**src/rtl/sort_network.sv**
```systemverilog
// Fully pipelined odd-even transposition sorter: N_ELEMENTS stages, stable, per-beat order.
// Optional build macro SORT_NETWORK_SIGNED_EN selects a two's-complement key compare.
module sort_network #(
    parameter int DATA_WIDTH = 32,
    parameter int USER_WIDTH = 32,
    parameter int DEST_WIDTH = 32,
    parameter int N_ELEMENTS = 4,
    localparam int EL_W = DATA_WIDTH + USER_WIDTH + DEST_WIDTH
) (
    input  logic            clock,
    input  logic            reset,
    input  logic            in_valid,
    output logic            in_ready,
    input  logic            in_descending,
    input  logic [EL_W-1:0] data_in [N_ELEMENTS],
    output logic            out_valid,
    input  logic            out_ready,
    output logic [EL_W-1:0] data_out [N_ELEMENTS],
    output logic            busy
);

    logic [N_ELEMENTS-1:0] stage_valid;
    logic [N_ELEMENTS-1:0] stage_desc;
    logic [N_ELEMENTS-1:0] stage_ready;
    logic [EL_W-1:0]       stage_q [N_ELEMENTS][N_ELEMENTS];

    logic [N_ELEMENTS-1:0] src_valid;
    logic [N_ELEMENTS-1:0] src_desc;
    logic [EL_W-1:0]       src [N_ELEMENTS+1][N_ELEMENTS];
    logic [EL_W-1:0]       nxt [N_ELEMENTS][N_ELEMENTS];
    logic                  chain;

    function automatic logic need_swap(input logic [EL_W-1:0] a,
                                       input logic [EL_W-1:0] b,
                                       input logic            desc);
`ifdef SORT_NETWORK_SIGNED_EN
        logic signed [DATA_WIDTH-1:0] ka;
        logic signed [DATA_WIDTH-1:0] kb;
`else
        logic [DATA_WIDTH-1:0] ka;
        logic [DATA_WIDTH-1:0] kb;
`endif
        ka = a[DATA_WIDTH-1:0];
        kb = b[DATA_WIDTH-1:0];
        // Strict compares keep equal keys in place, which makes the sort stable.
        return desc ? (ka < kb) : (ka > kb);
    endfunction

    // Handshake: a beat moves into stage k on a rising edge when the upstream
    // side is valid and stage_ready[k] is high; stage k is ready when it is
    // empty or its own beat moves on in the same cycle (last stage: out_ready).
    always_comb begin
        chain       = out_ready;
        stage_ready = '0;
        for (int k = N_ELEMENTS - 1; k >= 0; k--) begin
            chain          = !stage_valid[k] || chain;
            stage_ready[k] = chain;
        end
    end

    assign src_valid = {stage_valid[N_ELEMENTS-2:0], in_valid};
    assign src_desc  = {stage_desc[N_ELEMENTS-2:0], in_descending};

    always_comb begin
        src[0] = data_in;
        for (int k = 0; k < N_ELEMENTS; k++) begin
            src[k+1] = stage_q[k];
        end
    end

    // Even stages pair (0,1),(2,3)...; odd stages pair (1,2),(3,4)...
    always_comb begin
        for (int k = 0; k < N_ELEMENTS; k++) begin
            for (int i = 0; i < N_ELEMENTS; i++) begin
                nxt[k][i] = src[k][i];
            end
            for (int i = k % 2; i + 1 < N_ELEMENTS; i += 2) begin
                if (need_swap(src[k][i], src[k][i+1], src_desc[k])) begin
                    nxt[k][i]   = src[k][i+1];
                    nxt[k][i+1] = src[k][i];
                end
            end
        end
    end

    always_ff @(posedge clock or negedge reset) begin
        if (!reset) begin
            stage_valid <= '0;
            stage_desc  <= '0;
            for (int k = 0; k < N_ELEMENTS; k++) begin
                for (int i = 0; i < N_ELEMENTS; i++) begin
                    stage_q[k][i] <= '0;
                end
            end
        end else begin
            for (int k = 0; k < N_ELEMENTS; k++) begin
                if (stage_ready[k]) begin
                    stage_valid[k] <= src_valid[k];
                    stage_desc[k]  <= src_desc[k];
                    stage_q[k]     <= nxt[k];
                end
            end
        end
    end

    assign in_ready  = stage_ready[0];
    assign out_valid = stage_valid[N_ELEMENTS-1];
    assign data_out  = stage_q[N_ELEMENTS-1];
    assign busy      = |stage_valid;

endmodule

```
**config.mk**
```make
export PLATFORM = sky130hd
export DESIGN_NAME = sort_network
export DESIGN_NICKNAME = d
export VERILOG_FILES = /design/src/rtl/sort_network.sv
export SDC_FILE = /design/constraint.sdc
export NUM_CORES = 2
export LEC_CHECK = 0
export ABC_AREA = 1
export BUFFER_PORTS_ARGS = -buffer_cell sky130_fd_sc_hd__buf_2
export CAP_MARGIN = 20
export CORE_UTILIZATION = 35
export CTS_CLUSTER_DIAMETER = 30
export DETAILED_ROUTE_END_ITERATION = 16
export PLACE_DENSITY_LB_ADDON = 0.05
export SETUP_SLACK_MARGIN = 0.3
export SLEW_MARGIN = 40
export SYNTH_ARGS = -nofsm -noshare
export SYNTH_HDL_FRONTEND = slang
export SYNTH_SLANG_ARGS = --single-unit
```
**constraint.sdc**
```tcl
create_clock -name clock -period 3.75 [get_ports clock]
set_clock_uncertainty 0.2 [all_clocks]
set_input_delay 0 -clock clock [delete_from_list [all_inputs] [get_ports clock]]
set_output_delay 0 -clock clock [all_outputs]
set_load 0.03 [all_outputs]
```
==> metrics.md <==
| Metric | Value |
|---|---|
| Max capacitance violation total | 0 |
| CTS buffer count | 440 |
| Hold WS | 84.2 ps |
| Fillers | 22,705 |
| Net Sw Frac | 0.393 |
| Die Wd | 485 um |
| Static Leak | 60.2 nW |
| CTS Sinks | 1,543 |
| Outcome | complete, no violations |
| Clk_lat worst skew | 980 ps |
| Initial Util | 0.354 |
| Fmax | 292 MHz |
| Vias | 78,337 |
| Power per cell area | 923 nW/um^2 |
| Post-place instance area | 86,300 um^2 |
| Final instance area | 112,000 um^2 |
| Area grow syn2layout | 37.1% |
| Nets | 13,085 |
| Dpl hpwl | 206,000 um |
| Most frequent cells in the layout | 4,438 x nand2_1, 2,322 x nand3_1, 1,543 x dfrtp_1 |
| Register bit total from synthesis | 1,543 |
| Share of cells above drive strength 1 | 0.137 |
| DRT Wirelength | 322,000 um |
| Max VDD drop | 0.677 mV |
| Grt ovf | 0 |
| DRT iter0 DRCs | 5,463 |
| Hold Path Class | in -> reg |
| Comb pwr share | 0.360 |
| DRC | 0 |
| Distinct cells, synth | 22 |
| Final Power | 103 mW |
| Via density | 4.93 |
| GRT Total Usage | 0.268 |
| Final Setup Violations | 0 |
| Router iterations before antenna repair | 6 |
| Slew Viols, Final | 0 |
| Clock network power share | 0.373 |
| Worst EP arrival | 4030 ps |
| Largest net degree at the start of global routing | 151 |
| Commonest non-fill, non-tap cell in the layout | nand2_1 |
| Max-slew headroom | 0.341 |
| Routed len/inst | 20.3 um |
| Row cnt | 176 |
| Core area | 231,000 um^2 |
| Setup crit end kind | flop |
| Die ar. | 235,000 um^2 |
| Vias in the first global route | 78,099 |
| Mean post-synth cell area | 7.28 um^2 |
| Final Cycle Share | 0.912 |
| Tmin final | 3420 ps |
| Final Hold Viols | 0 |
| Flop pwr share | 0.268 |
| Final ANT Viol Nets | 0 |
| Critical Path Start Type | primary input |
| Int Power | 62.7 mW |
| CTS root buf | clkbuf_16 |
| Synthesis Warnings | 0 |
| Port bufs | 775 |
| RSZ-0062 raised after global routing | yes |
| Finished Layout Cells | 15,890 |
| Switch Pwr | 40.6 mW |
| Syn Nets | 11,793 |
| Core Util, Final | 0.485 |
| H-tree depth | 5 |
| Critical path class | in -> reg |
| Clock buffer depth | 4 |
| Die Y | 485 um |
| Synthesized area | 81,600 um^2 |
| # IOs | 776 |
| Clock tree from TritonCTS | done |
| Clk pin slew, worst setup/hold paths | 40 ps |
| Seq/Total Area, Yosys | 0.473 |
| RePlAce Congestion | 0.870 |
| # placed instances | 14,101 |
| First-pass GRT wire length | 483,000 um |
| CP Data Required Time | 4360 ps |
| Largest fanout on the critical path | 10 |
| Synth Instances | 11,212 |
| Worst slew pin tran | 988 ps |
| Antenna violations before repair | 12 |
layer usage:
layer	part of all wire	track usage	vias to the layer above
met5	0.000016	0	-
met4	0.053	0.139	2
met2	0.47	0.437	2408
met3	0.048	0.0393	622
li1	-	-	37440
met1	0.43	0.344	37865
layout make-up:
cell class / instances / area (um^2) / area share
repair buffers: 1946 / 16500 / 0.148
multi-input cells: 7360 / 33000 / 0.295
well taps: 3026 / 3790 / 0.0338
diodes: 10 / 25.0 / 0.000224
repair inverters: 3 / 26.3 / 0.000235
clock buffers: 603 / 12700 / 0.113
inverters: 1210 / 4590 / 0.0410
flip-flops and latches: 1543 / 38600 / 0.345
clock inverters: 189 / 2670 / 0.0239
sequential cells by signal, indices dropped and copies added (netlist names):
name / flops
src: 768
data_out: 384
stage_desc: 3
stage_valid: 4
nxt: 384
power groups by stage:
stage	logic, mW	registers [mW]	clock network [mW]
3_5_place_dp	35.7	27.8	0
6_report	37.2	27.7	38.5
2_1_floorplan	26.5	25.7	0
5_1_grt	41.3	28.3	40.0
3_3_place_gp	35.4	27.7	0
4_1_cts	36.9	27.7	39.0
metrics by stage:
step	worst slack (ps)	TNS, ps
6_report	330	0
5_1_grt	213	0
4_1_cts	286	0
3_5_place_dp	186	0
3_3_place_gp	-167	-12770
2_1_floorplan	1350	0
timing repair:
item / CTS / global route
hold buffers: 960 / 0
hold endpoints to repair: 2255 / 0
setup endpoints to repair: 117 / 278
pin swaps: 5 / 7
resized for setup: 5 / 31
cloned: 3 / 6
setup buffers: 5 / 9
Yosys cell counts (all sizes together):
cell type | instances | area [um^2]
or2 | 1 | 6.26
nand3b | 3 | 22.5
clkbuf | 501 | 1880
inv | 1210 | 4540
a21oi | 84 | 420
nor3b | 3 | 22.5
nor3 | 6 | 30.0
nand4 | 14 | 87.6
ha | 192 | 2400
nand3 | 2328 | 11700
dfrtp | 1543 | 38600
buf | 598 | 3840
o21a | 12 | 90.1
nand2 | 4453 | 16700
nor2 | 51 | 216
o21ai | 207 | 1040
a21o | 6 | 45.0
path summary, 6_finish.rpt:
| kind | from | to | slack, ps | cells after the start |
|---|---|---|---|---|
| max | data_in[206] | nxt[1070]$_DFFE_PN0P_ | 330 | 19 |
| min | data_in[23] | src[1271]$_DFFE_PN0P_ | 80 | 6 |
| max in group asynchronous | reset | data_out[68]$_DFFE_PN0P_ | 2170 | 5 |
| max reg2reg | src[1275]$_DFFE_PN0P_ | src[887]$_DFFE_PN0P_ | 440 | 14 |
| min in group asynchronous | reset | data_out[317]$_DFFE_PN0P_ | 280 | 4 |
| min reg2reg | nxt[810]$_DFFE_PN0P_ | src[810]$_DFFE_PN0P_ | 230 | 2 |
cells by family after synthesis:
group                    count (synthesis)  share of synthesized area
AO/OA/AOI/OAI                          309                     0.0195
adder cells (fa/ha/maj)                192                     0.0294
buffers and inverters                 2309                      0.126
flip-flops                            1543                      0.473
AND/OR/NAND/NOR                       6859                      0.352
worst max-delay path, stage by stage:
cell           delay, ps
dlygate4sd3_1        540
buf_2                110
dlygate4sd3_1        550
inv_1                140
ha_1                 340
nand4_1              210
nor2_1               210
nand2_1               80
nand2_1               60
nand2_1               70
nand2_1              100
nand2_4              160
nand2_4              240
buf_12               230
buf_4                220
nand2_1               70
nand3_1               60
dlygate4sd3_1        550
nand2_1               50
(Power assumes the default switching activity.)
